**src/rtl/hwpq_test_seq_pkg.sv**
```systemverilog
`default_nettype none
// ============================================================================
// Module  : hwpq_test_pkg
// Brief   : Shared types and the LFSR tap table for the HWPQ test sequencer.
// Revision: 1.0  initial release
// ============================================================================
package hwpq_test_pkg;

   // Run modes as presented on the mode input; RSVD makes start a no-op.
   typedef enum logic [1:0] {
      FILL  = 2'd0,
      EMPTY = 2'd1,
      MIXED = 2'd2,
      RSVD  = 2'd3
   } mode_t;

   typedef enum logic [1:0] {
      ST_IDLE  = 2'd0,
      ST_FILL  = 2'd1,
      ST_EMPTY = 2'd2,
      ST_MIXED = 2'd3
   } state_t;

   // Right-shifting Galois feedback masks giving maximal-length sequences.
   // Widths outside the table return zero and are not supported.
   function automatic logic [31:0] lfsr_taps(input int kw);
      case (kw)
         8:       lfsr_taps = 32'h0000_00B8;
         16:      lfsr_taps = 32'h0000_B400;
         24:      lfsr_taps = 32'h00E1_0000;
         32:      lfsr_taps = 32'h8020_0003;
         default: lfsr_taps = 32'h0000_0000;
      endcase
   endfunction

endpackage
`default_nettype wire

```
**src/rtl/hwpq_test_seq_if.sv**
```systemverilog
`default_nettype none
// ============================================================================
// Module  : hwpq_test_seq_if
// Brief   : Strobe/status bundle between the test sequencer and the HWPQ.
// Revision: 1.0  initial release
// ============================================================================
interface hwpq_test_seq_if #(
   parameter int KW = 16
);
   logic          enq;
   logic          deq;
   logic [KW-1:0] kvi;
   logic          busy;
   logic          full;
   logic          empty;
   logic [KW-1:0] kvo;

   modport master (output enq, deq, kvi, input busy, full, empty, kvo);
   modport slave  (input enq, deq, kvi, output busy, full, empty, kvo);
endinterface
`default_nettype wire

```
**src/rtl/hwpq_test_seq_lfsr_gen.sv**
```systemverilog
`default_nettype none
// ============================================================================
// Module  : lfsr_gen
// Brief   : Galois LFSR key source; advances by one step when enb is high.
// Revision: 1.0  initial release
// ============================================================================
module lfsr_gen #(
   parameter int          KW   = 16,
   parameter logic [31:0] SEED = 32'h0000_ACE1
) (
   input  logic          clk,
   input  logic          rst,
   input  logic          enb,
   output logic [KW-1:0] q
);
   import hwpq_test_pkg::*;

   localparam logic [31:0]   TAPS_FULL = lfsr_taps(KW);
   localparam logic [KW-1:0] TAPS      = TAPS_FULL[KW-1:0];
   localparam logic [KW-1:0] SEED_KW   = SEED[KW-1:0];

   // Shift right, folding the dropped bit back through the tap mask.
   always_ff @(posedge clk) begin
      if (rst) begin
         q <= SEED_KW;
      end else if (enb) begin
         q <= q[0] ? ((q >> 1) ^ TAPS) : (q >> 1);
      end
   end
endmodule
`default_nettype wire

```
**src/rtl/hwpq_test_seq.sv**
```systemverilog
`default_nettype none
// ============================================================================
// Module  : hwpq_test_seq
// Brief   : Test sequencer driving a hardware priority queue with LFSR keys:
//           fill, empty (with order check) and mixed random runs.
// Revision: 1.0  initial release
// ============================================================================
module hwpq_test_seq #(
   parameter int          KW        = 16,
   parameter int          CNTW      = 8,
   parameter logic [31:0] SEED      = 32'h0000_ACE1,
   parameter bit          MIN_FIRST = 1'b1
) (
   input  logic            clk,
   input  logic            rst,
   input  logic            start,
   input  logic [1:0]      mode,
   input  logic [CNTW-1:0] count,
   input  logic            abort,
   input  logic            enq_in,
   input  logic            deq_in,
   input  logic [KW-1:0]   kv_in,
   input  logic            r_enb,
   hwpq_test_seq_if.master pq,
   output logic            active,
   output logic            done,
   output logic [CNTW-1:0] ops_cnt,
   output logic            err,
   output logic [CNTW-1:0] err_cnt
);
   import hwpq_test_pkg::*;

   state_t          state;
   logic [CNTW-1:0] remaining;
   logic            limited;   // count was nonzero at start
   logic            first;     // next EMPTY dequeue only seeds prev
   logic [KW-1:0]   prev;
   logic [KW-1:0]   lfsr_q;
   logic            lfsr_adv;
   logic            slot;
   logic            start_ok;
   logic            run_end;
   logic            op_enq;
   logic            op_deq;
   logic            manual;
   logic            order_bad;

   assign slot      = !pq.busy && r_enb && !abort;
   assign start_ok  = start && (mode_t'(mode) != RSVD);
   assign order_bad = MIN_FIRST ? (pq.kvo < prev) : (pq.kvo > prev);
   assign active    = (state != ST_IDLE);

   assign pq.enq = op_enq;
   assign pq.deq = op_deq;
   assign pq.kvi = manual ? kv_in : lfsr_q;

   lfsr_gen #(.KW(KW), .SEED(SEED)) u_lfsr (
      .clk (clk),
      .rst (rst),
      .enb (lfsr_adv),
      .q   (lfsr_q)
   );

   // Mealy strobe decode: which op (if any) this cycle issues, and run end.
   always_comb begin
      op_enq   = 1'b0;
      op_deq   = 1'b0;
      manual   = 1'b0;
      run_end  = 1'b0;
      lfsr_adv = 1'b0;
      case (state)
         ST_IDLE: begin
            if (!start_ok) begin
               if (enq_in) begin
                  op_enq = 1'b1;
                  manual = 1'b1;
               end else if (deq_in && !pq.empty) begin
                  op_deq = 1'b1;
               end
            end
         end
         ST_FILL: begin
            if (slot) begin
               if (pq.full || (limited && remaining == '0)) begin
                  run_end = 1'b1;
               end else begin
                  op_enq   = 1'b1;
                  lfsr_adv = 1'b1;
               end
            end
         end
         ST_EMPTY: begin
            if (slot) begin
               if (pq.empty || (limited && remaining == '0)) begin
                  run_end = 1'b1;
               end else begin
                  op_deq = 1'b1;
               end
            end
         end
         ST_MIXED: begin
            if (slot) begin
               if (remaining == '0) begin
                  run_end = 1'b1;
               end else begin
                  lfsr_adv = 1'b1;
                  // An empty queue forces an enqueue; a full one forces a dequeue.
                  if ((lfsr_q[0] && !pq.full) || pq.empty) begin
                     op_enq = 1'b1;
                  end else begin
                     op_deq = 1'b1;
                  end
               end
            end
         end
         default: ;
      endcase
      if (rst) begin
         op_enq   = 1'b0;
         op_deq   = 1'b0;
         lfsr_adv = 1'b0;
      end
   end

   // Run FSM with counters, order checker and registered done pulse.
   always_ff @(posedge clk) begin
      if (rst) begin
         state     <= ST_IDLE;
         remaining <= '0;
         limited   <= 1'b0;
         first     <= 1'b0;
         prev      <= '0;
         ops_cnt   <= '0;
         err       <= 1'b0;
         err_cnt   <= '0;
         done      <= 1'b0;
      end else begin
         done <= 1'b0;
         if (state != ST_IDLE && abort) begin
            state <= ST_IDLE;
         end else if (state == ST_IDLE) begin
            if (start_ok) begin
               remaining <= count;
               limited   <= |count;
               first     <= 1'b1;
               ops_cnt   <= '0;
               err       <= 1'b0;
               err_cnt   <= '0;
               case (mode_t'(mode))
                  FILL:    state <= ST_FILL;
                  EMPTY:   state <= ST_EMPTY;
                  default: state <= ST_MIXED;
               endcase
            end
         end else begin
            if (run_end) begin
               state <= ST_IDLE;
               done  <= 1'b1;
            end
            if (op_enq || op_deq) begin
               ops_cnt   <= ops_cnt + 1'b1;
               remaining <= remaining - 1'b1;
            end
            if (op_deq && state == ST_EMPTY) begin
               prev  <= pq.kvo;
               first <= 1'b0;
               if (!first && order_bad) begin
                  err <= 1'b1;
                  if (err_cnt != '1) begin
                     err_cnt <= err_cnt + 1'b1;
                  end
               end
            end
         end
      end
   end
endmodule
`default_nettype wire

```
**src/flat_wrapper.sv**
```systemverilog
// flat-port wrapper written by rule: the top's interface ports become plain ports
module hwpq_test_seq_flat import hwpq_test_pkg::*;
#(
   parameter int          KW        = 16,
   parameter int          CNTW      = 8,
   parameter logic [31:0] SEED      = 32'h0000_ACE1,
   parameter bit          MIN_FIRST = 1'b1
)
  (clk, rst, start, mode, count, abort, enq_in, deq_in, kv_in, r_enb, active, done, ops_cnt, err, err_cnt, pq_enq, pq_deq, pq_kvi, pq_busy, pq_full, pq_empty, pq_kvo);
  hwpq_test_seq_if #(.KW(KW)) pq_i ();
  input  logic clk;
  input  logic rst;
  input  logic start;
  input  logic [1:0] mode;
  input  logic [CNTW-1:0] count;
  input  logic abort;
  input  logic enq_in;
  input  logic deq_in;
  input  logic [KW-1:0] kv_in;
  input  logic r_enb;
  output logic active;
  output logic done;
  output logic [CNTW-1:0] ops_cnt;
  output logic err;
  output logic [CNTW-1:0] err_cnt;
  output wire logic [$bits(pq_i.enq)-1:0] pq_enq;
  output wire logic [$bits(pq_i.deq)-1:0] pq_deq;
  output wire logic [$bits(pq_i.kvi)-1:0] pq_kvi;
  input wire logic [$bits(pq_i.busy)-1:0] pq_busy;
  input wire logic [$bits(pq_i.full)-1:0] pq_full;
  input wire logic [$bits(pq_i.empty)-1:0] pq_empty;
  input wire logic [$bits(pq_i.kvo)-1:0] pq_kvo;
  assign pq_enq = pq_i.enq;
  assign pq_deq = pq_i.deq;
  assign pq_kvi = pq_i.kvi;
  assign pq_i.busy = pq_busy;
  assign pq_i.full = pq_full;
  assign pq_i.empty = pq_empty;
  assign pq_i.kvo = pq_kvo;
  hwpq_test_seq #(.KW(KW), .CNTW(CNTW), .SEED(SEED), .MIN_FIRST(MIN_FIRST)) u_core (.clk(clk), .rst(rst), .start(start), .mode(mode), .count(count), .abort(abort), .enq_in(enq_in), .deq_in(deq_in), .kv_in(kv_in), .r_enb(r_enb), .pq(pq_i), .active(active), .done(done), .ops_cnt(ops_cnt), .err(err), .err_cnt(err_cnt));
endmodule
```
**config.mk**
```make
export PLATFORM = sky130hd
export DESIGN_NAME = hwpq_test_seq_flat
export DESIGN_NICKNAME = d
export VERILOG_FILES = /design/src/rtl/hwpq_test_seq_pkg.sv /design/src/rtl/hwpq_test_seq_if.sv /design/src/rtl/hwpq_test_seq_lfsr_gen.sv /design/src/rtl/hwpq_test_seq.sv /design/src/flat_wrapper.sv
export SDC_FILE = /design/constraint.sdc
export NUM_CORES = 1
export LEC_CHECK = 0
export CORE_MARGIN = 1
export CORE_UTILIZATION = 49
export DETAILED_ROUTE_END_ITERATION = 7
export GPL_TIMING_DRIVEN = 0
export PLACE_DENSITY = 0.79
export SYNTH_ARGS = -nofsm -noshare
export SYNTH_HDL_FRONTEND = slang
export SYNTH_HIERARCHICAL = 1
export SYNTH_SLANG_ARGS = --single-unit
```
**constraint.sdc**
```tcl
create_clock -name clk -period 3.2 [get_ports clk]
set_clock_uncertainty 0.15 [all_clocks]
set_input_delay 0.32 -clock clk [delete_from_list [all_inputs] [get_ports clk]]
set_output_delay 0.32 -clock clk [all_outputs]
set_load 0.1 [all_outputs]
```
# After elaboration in Yosys (flattened, before gate mapping)
# Cells that the tools add are included.
# totals
regBits	62
in_bits	52
out_inout_bits	37
wordCells	116
# classes
add_sub_neg	3
magnitude_cmp	1
eq_ne	7
muxes	55
bitwise	3
n_reduce_logical	37
# op_table
op	count
$mux W8	10
$mux W1	35
$mux W16	2
$add A8 B1 Y8 const B	2
$lt A16 B16 Y1	1
$reduce_and A3 Y1	4
$reduce_bool A2 Y1	6
$logic_and A1 B1 Y1	9
$pmux W1 S3	3
$logic_not A8 Y1	1
$ne A8 B8 Y1 const B	1
$reduce_or A8 Y1	1
$sub A8 B1 Y8 const B	1
$mux W2	3
$logic_not A1 Y1	5
$reduce_and A5 Y1	1
$eq A2 B1 Y1 const B	2
$eq A2 B2 Y1 const B	2
$logic_not A2 Y1	2
$logic_or A1 B1 Y1	4
$not A3 Y4	1
$pmux W2 S2	1
$reduce_and A4 Y1	1
$reduce_or A3 Y1	1
6 further kinds	7

# Logic depth before layout (Yosys ltp)
# Gate-level depths: netlist of the first run.
# depth
word_depth	11
ltp_mapped	10
mapped_depth_nobuf	8

# Cells and area by module
# The synthesis of the first run kept the hierarchy.
# modules_own_cells
mod	n_inst	cells_per_inst	area_each_um2	seq_area_each_um2
hwpq_test_seq	1	356	2984.1	920.9
lfsr_gen	1	56	630.6	320.3

# Worst setup path after synthesis of the first run
# OpenSTA, ideal clock, no wires.
# synth_timing
path_type	register to output
start	register u_core.state[1]
end	output port pq_deq
arrival_time_ps	3120
required_ps	2730
setup_slack_ps	-390
path_stages_with_launch	7
n_path_buf	1
cell_sequence	dfxtp_1 > buf_4 > nor2_1 > clkinv_1 > nor2_1 > a31oi_1 > nor2_1
# synth_between
elab_chain_len	3
word_cells_on_any_way	5
classes_between	eq/ne (2); mux (2); reduce/logical (1)
# synth_lines
element	line	source
start: declaration	hwpq_test_seq.sv:33	state_t state;
start signal: assignment	hwpq_test_seq.sv:128	state <= ST_IDLE;
start signal: assignment	hwpq_test_seq.sv:140	state <= ST_IDLE;
start signal: assignment	hwpq_test_seq.sv:150	FILL: state <= ST_FILL;
$eq A2 B2 Y1 / $logic_not A2 Y1 (equally long branches)	hwpq_test_seq.sv:71	case (state)
$pmux W1 S3 *	hwpq_test_seq.sv:71	
$mux W1 *	hwpq_test_seq.sv:118	if (rst) begin
end: declaration	flat_wrapper.sv:27	output wire logic [$bits(pq_i.deq)-1:0] pq_deq;
# Mark *: on every way between the ends. The rest lies on a longest branch, timed or not.

# Worst setup path in the final report of the first run
# layout_timing
start	register u_core.state[1]
end	output port pq_kvi[3]
# layout_between
elab_chain_len	3
# layout_lines
element	line	source
$logic_not A2 Y1	hwpq_test_seq.sv:71	
$mux W1	hwpq_test_seq.sv:71	
$mux W16	hwpq_test_seq.sv:55	assign pq.kvi = manual ? kv_in : lfsr_q;
end: declaration	flat_wrapper.sv:28	output wire logic [$bits(pq_i.kvi)-1:0] pq_kvi;
# Every way passes these cells.

==> run metrics, run 1 <==
GRT Total Usage 0.247; FP Rows 30; Seq/Total Area, Yosys 0.343; Final Hold Viols 0; worst path cell trace buf_4 > nor2_1 > nand3b_1 > buf_4 > mux2_2 > dlygate4sd2_1; routed len/inst 14.2 µm; Gate Count Post-Synth 412; via count 3354; worst r2r src u_core/remaining[0]$_SDFFE_PP0P_; Detailed Route Iter0 Violations 134; hold_sp u_core/err$_SDFFE_PP0P_; Seq cells post-synth 62; status complete, no violations; largest net degree at the start of global routing 11; CTS tree yes; CP peak stage delay 0.84 ns; first-pass GRT wire length 14800 µm; number of global-route vias before repair 3290; final setup fails 0; drt first pass iters 4; CP max-delay cell dlygate4sd2_1; Layout area overhead 33.2%; gr ovfl total 0; Min Clock Period, post-route 3.06 ns; worst vdd ir 0.251 mV; worst reg2reg path depth 9; period utilization 0.955; Post-synth EDFFs 0; syn_nets 483; ranking of synthesized cells by area dfxtp_1 34%, mux2i_1 6.9%, ha_1 6.6%; Post-Syn Area 0.00361 mm²; post-synthesis xor/xnor area fraction 0.0145; fin. max-slew vios 0; Mapped Avg Cell Area 8.77 µm²; layout cell share with drive strength beyond 1 0.158; Final #Nets 584; Antenna diodes 0; clock slew at reported path FFs 0.07 ns; worst hold-check path type flop to flop; CP max FO 9; total power 0.00189 W; Slew @ Worst Pin 0.978 ns; clk_lat worst skew 0.34 ns; Die W 87.9 µm; Die Footprint 0.00772 mm²; post-synthesis simple-gate area fraction 0.229; top-area cell type share of the netlist area 0.343; cell mode on critical path buf_4; worst slack at placement -0.793 ns; synth warn 6; Layout Utilization 0.693; largest family of logic cells by synthesized area simple AND/OR/NAND/NOR gates; Core ar. 0.00694 mm²; clk sinks 62; leakage dissipation 1.78 nW; Worst R2R End u_core/err_cnt[4]$_SDFFE_PP0P_; Worst setup EP type primary output; Hold Buf Count CTS 0; Post-Synth Adder-Cell Area 0.0658; post-synth cell types 66; total negative slack 0 ns; Most used DFF post-synth dfxtp_1; drt total wl 8720 µm; ys async rst share 0; CP Launch Point u_core/state[1]$_SDFFE_PP0P_; Die Ht 87.9 µm; TritonCTS Buffers 9; post-detail-place hpwl 6580 µm; clock root cell clkbuf_8; Synth Area in Compound Gates 0.157; Initial Utilization 0.521; DRT antenna net count 0; startpoint types flop; # DRC 0; Reg2Reg Setup Slack 0.32 ns; initial antenna violation count 0; Hold Slack 0.319 ns; worst setup path class flop to primary output; Setup WS post-layout 0.143 ns; Clock H-tree levels 3; Req. time, crit path 2.73 ns; worst hold path depth 2; GPL Wtd Cong 0.900; Slew headroom 0.346; area leader, netlist dfxtp_1; Worst Path Arrival 2.59 ns; f_max 327 MHz; I/O Buffers 88; Max Cap Viol 0; RSZ-0062 raised after global routing no; Power Dens Cells 393 mW/mm²; WHS Endpoint u_core/err$_SDFFE_PP0P_; IO Pins 89; CTS max path bufs 2; multiplexer area fraction after synthesis 0.125; Vias per Instance 5.46
==> cells by family (layout without fill, tap and decap cells) <==
kind of cell | Yosys count | after routing
adders and majority gates | 19 | 19
muxes | 43 | 43
buffers and inverters | 44 | 150
DFF | 62 | 62
and+or+nand+nor | 154 | 154
AOI/OAI and AO/OA | 84 | 84
xor gates and xnor gates | 6 | 6
==> flip-flops by register name (all words and copies together), names as in the netlist <==
signal	flops
u_core/u_lfsr/q	16
u_core/ops_cnt	8
u_core/prev	16
u_core/first	1
u_core/limited	1
u_core/state	2
u_core/err	1
u_core/err_cnt	8
u_core/done	1
u_core/remaining	8
==> cells in the final DEF (no fill, tap or decap), drive strengths merged, types with 3 or more instances in the layout <==
cell	instances
clkdlybuf4s50	69
clkdlybuf4s15	12
o21ai	22
nand2b	3
nor3b	4
xnor2	4
and3	4
clkbuf	18
and2b	5
mux2i	25
buf	18
a211o	6
nor2	49
nand3	16
nand2	19
or3	7
a21oi	23
nor2b	10
nand4	4
a21o	5
dlygate4sd2	4
clkinv	4
ha	19
nor3	12
mux2	18
nor4	6
a211oi	3
inv	22
or2	3
a31oi	4
o31ai	5
or4	4
dfxtp	62
==> synth_stat cells, types with 6 or more instances <==
master / number
nand3_1: 16
nor3_1: 12
nor2_1: 48
mux2_2: 18
ha_1: 19
mux2i_1: 25
a211o_1: 6
inv_1: 22
nor2b_1: 10
or3_1: 7
nand2_1: 19
o21ai_0: 21
a21oi_1: 22
dfxtp_1: 62
==> critical path: cells and delay by family (launching register included) <==
kind | cells | cell delay [ns]
buf+inv | 3 | 1.19
flops | 1 | 0.30
simple gates | 2 | 0.53
mux | 1 | 0.22
==> repair_timing <==
item / 4_1_cts / 5_1_grt
setup buffers: 2 / 0
endpoints found under the setup margin: 18 / 11
gates resized for setup: 45 / 7
==> how the worst max path moves through the flow <==
stage	endpoint	slack [ns]
2_1_floorplan	pq_deq	0.06
3_3_place_gp	pq_kvi[6]	-0.72
3_5_place_dp	pq_kvi[14]	-0.79
4_1_cts	pq_deq	0.03
5_1_grt	pq_kvi[3]	0.005
6_report	pq_kvi[3]	0.14
==> through the flow <==
stage / std cells / instance area, µm²
finish: 614 / 4810
global route: 614 / 4810
CTS: 614 / 4800
detailed placement: 596 / 4620
global placement: 596 / 4620
floorplan: 412 / 3620
==> layout make-up <==
type	instances	area, µm²
multi-input cells	306	2150
fillers	569	2130
flip-flops and latches	62	1240
repair buffers	90	896
plain buffers	21	150
clock buffers	12	145
well taps	96	120
inverters	23	86.3
clock inverters	4	22.5
==> layer usage <==
layer	vias up	GRT usage	routed length (µm)
li1	1682	-	-
met1	1541	0.293	3860
met2	112	0.416	4060
met3	19	0.0679	584
met4	0	0.112	216
met5	-	0	0
==> power breakdown <==
part	switching (W)	internal, W	leakage [nW]	total, W
combinational	0.000302	0.000192	1.19	0.000493
sequential	0.0000136	0.000786	0.501	0.000800
clock	0.000302	0.000298	0.0861	0.000600
No activity file was read; power rests on OpenSTA's default activity.
==> run 2: changes to the inputs <==
--- a/config.mk
+++ b/config.mk
@@ -5,6 +5,7 @@
 export SDC_FILE = /design/constraint.sdc
 export NUM_CORES = 1
 export LEC_CHECK = 0
+export ABC_AREA = 1
 export CORE_MARGIN = 1
 export CORE_UTILIZATION = 49
 export DETAILED_ROUTE_END_ITERATION = 7
==> run 2 against run 1 <==
Total power up 15%. Via count up 13%. Synthesized cell count up 33%. Register-to-register slack better by 0.70 ns. Worst setup slack better by 0.039 ns.
==> run metrics, run 2 <==
Slew @ Worst Pin 0.973 ns (-0.00511 ns); Seq cells post-synth 62 (unchanged); Layout Utilization 0.675 (-0.0183); Max Cap Viol 0 (unchanged); Layout area overhead 32.3%; clock slew at reported path FFs 0.06 ns (about the same); post-detail-place hpwl 7330 µm (+11%); number of global-route vias before repair 3530 (+7.3%); worst setup path class input port to primary output; ranking of synthesized cells by area dfxtp_1 33%, nand2_1 14%, nor2_1 6.9%; Seq pwr share 0.380 (-0.042); top-area cell type share of the netlist area 0.334 (-0.00959); Core ar. 0.00729 mm² (+5.0%); final setup fails 0 (unchanged); Min Clock Period, post-route 3.02 ns (-0.0395 ns); Final Hold Viols 0 (unchanged); Worst Path Buf+Inv 5 (+2); gr ovfl total 0 (unchanged); design area 0.00492 mm² (+2.2%); worst hold-check path type flop to flop; Gate Count Post-Synth 547 (+33%); DRT antenna net count 0 (unchanged); combinational power share 0.309 (+0.049); most common cell in the synthesized netlist nand2_1; GRT Total Usage 0.246 (-0.000869); Die Ht 89.1 µm (+1.4%); worst path cell trace clkdlybuf4s50_1 > nand2_1 > nand2_1 > nand2_4 > inv_2 > nand2_2 > inv_2 > clkbuf_1 > nand2_1 > nand2_1 > clkdlybuf4s15_2; Hold Buf Count CTS 0 (unchanged); crit-path leading delay family buffers and inverters; via count 3806 (+13%); drt total wl 9460 µm (+8.5%); drt first pass iters 4 (unchanged); Worst Path Arrival 2.55 ns (-0.04 ns); IO Pins 89 (unchanged); TritonCTS Buffers 9 (unchanged); Commonest cells post-synth 136 x nand2_1, 68 x nor2_1, 62 x dfxtp_1; leading cell type in the layout, fill and taps excluded nand2_1; switch share 0.366 (+0.0398); Die Footprint 0.00794 mm² (+2.8%); syn_nets 618 (+28%); most frequent cells in the layout 136 x nand2_1, 70 x clkdlybuf4s50_1, 68 x nor2_1; top flop regs u_core/prev x16, u_core/u_lfsr/q x16; CTS tree yes; Worst setup EP type primary output; clk_lat worst skew 0.34 ns (about the same); # DRC 0 (unchanged); NetSw 0.000796 W (+29%); f_max 331 MHz (+1.3%); period utilization 0.943 (-0.0123); Clock power frac 0.311 (-0.006); I/O Buffers 88 (unchanged); startpoint types input port; status complete, no violations; Mapped Avg Cell Area 6.80 µm² (-23%); RSZ-0062 raised after global routing no; layout cell share with drive strength beyond 1 0.124 (-0.0339); Seq/Total Area, Yosys 0.334 (-0.00959); CP max-delay cell clkdlybuf4s15_2; clock root cell clkbuf_8; Req. time, crit path 2.73 ns (about the same); worst slack at placement -0.396 ns (+0.396 ns); area post-placement 0.00472 mm² (+2.3%); FP Rows 31 (+3.3%); Most used DFF post-synth dfxtp_1; Power Dens Cells 442 mW/mm² (+12%); Clock H-tree levels 3 (unchanged); synth warn 6 (unchanged); Antenna diodes 0 (unchanged); GPL Wtd Cong 0.901 (+0.10%); Setup WS post-layout 0.183 ns (+0.0395 ns); Detailed Route Iter0 Violations 155 (+16%); first-pass GRT wire length 15300 µm (+3.0%); Post-Syn Area 0.00372 mm² (+2.9%); ys async rst share 0 (unchanged); CP peak stage delay 0.55 ns (-0.29 ns); clk sinks 62 (unchanged); Initial Utilization 0.510 (-0.0106); CP max FO 10 (+1); Slew headroom 0.349 (+0.00342); total power 0.00218 W (+15%); largest net degree at the start of global routing 13 (+2); post-synth cell types 39 (-41%); Vias per Instance 5.07 (-7.1%); initial antenna violation count 0 (unchanged); fin. max-slew vios 0 (unchanged); cell mode on critical path nand2_1; CTS max path bufs 2 (unchanged); Post-synth EDFFs 0 (unchanged); leakage dissipation 2.22 nW (+25%); worst vdd ir 0.213 mV (-15%); Internal Power 0.00138 W (+8.2%); Final #Nets 717 (+23%); routed len/inst 12.6 µm (-11%); area leader, netlist dfxtp_1; Die W 89.1 µm (+1.4%)
run 2: logic make-up after synthesis:
group / synth area share
XOR/XNOR: 0.0236
flip-flops: 0.334
multiplexers: 0.00269
adder cells (fa/ha/maj): 0.0639
AND/OR/NAND/NOR: 0.338
buffers and inverters: 0.101
AO/OA/AOI/OAI: 0.137
run 2: worst reg2reg max path, stage by stage, from the launching register on:
cell     delay, ns
dfxtp_1       0.41
ha_1          0.21
and3_1        0.25
nand4_1       0.15
nor2_1        0.19
inv_1         0.06
nand3_1       0.16
inv_1         0.06
nand2_1       0.20
nand3_1       0.12
a21oi_1       0.16
run 2: stage by stage:
stage	cells	TNS, ns	hold WS, ns
after global placement	734	-3.27	0.294
final	750	0	0.308
after floorplan	547	0	0.239
after detailed placement	734	-3.89	0.302
after CTS	750	0	0.312
after global routing	750	0	0.337
run 2: final timing paths:
path | startpoint | end | slack, ns | cells after the start
worst max register to register | u_core/err_cnt[0]$_SDFFE_PP0P_ | u_core/err_cnt[3]$_SDFFE_PP0P_ | 1.02 | 10
worst min-delay path | u_core/prev[7]$_SDFFE_PP0P_ | u_core/prev[7]$_SDFFE_PP0P_ | 0.31 | 2
worst max-delay path | mode[1] | pq_kvi[11] | 0.18 | 11
worst min register to register | u_core/prev[7]$_SDFFE_PP0P_ | u_core/prev[7]$_SDFFE_PP0P_ | 0.31 | 2
run 2: timing repair:
item                                    CTS  global route
endpoints found under the setup margin   13            11
pin swaps                                 0             0
buffers inserted                          0             0
gates resized for setup                  33            14
run 2: power groups by stage:
stage,clock (W),sequential [W],combinational [W]
CTS,0.000693,0.000828,0.000670
global placement,0,0.000844,0.000662
detailed placement,0,0.000845,0.000673
global route,0.000720,0.000832,0.000725
finish,0.000677,0.000828,0.000672
floorplan,0,0.000873,0.000453
run 2: cell type report:
type                            count  area, µm²
Buffer                             20        136
Clock buffer                        9        124
Clock inverter                      7       75.1
Fill cell                         664       2370
Inverter                           59        240
Multi-Input combinational cell    406       2100
Sequential cell                    62       1240
Tap cell                           99        124
Timing Repair Buffer               88        880
run 2: per-layer routing:
metal | global-route usage | share of wire
met1 | 0.298 | 0.45
met2 | 0.433 | 0.49
met3 | 0.0563 | 0.041
met4 | 0.0765 | 0.013
met5 | 0 | 0
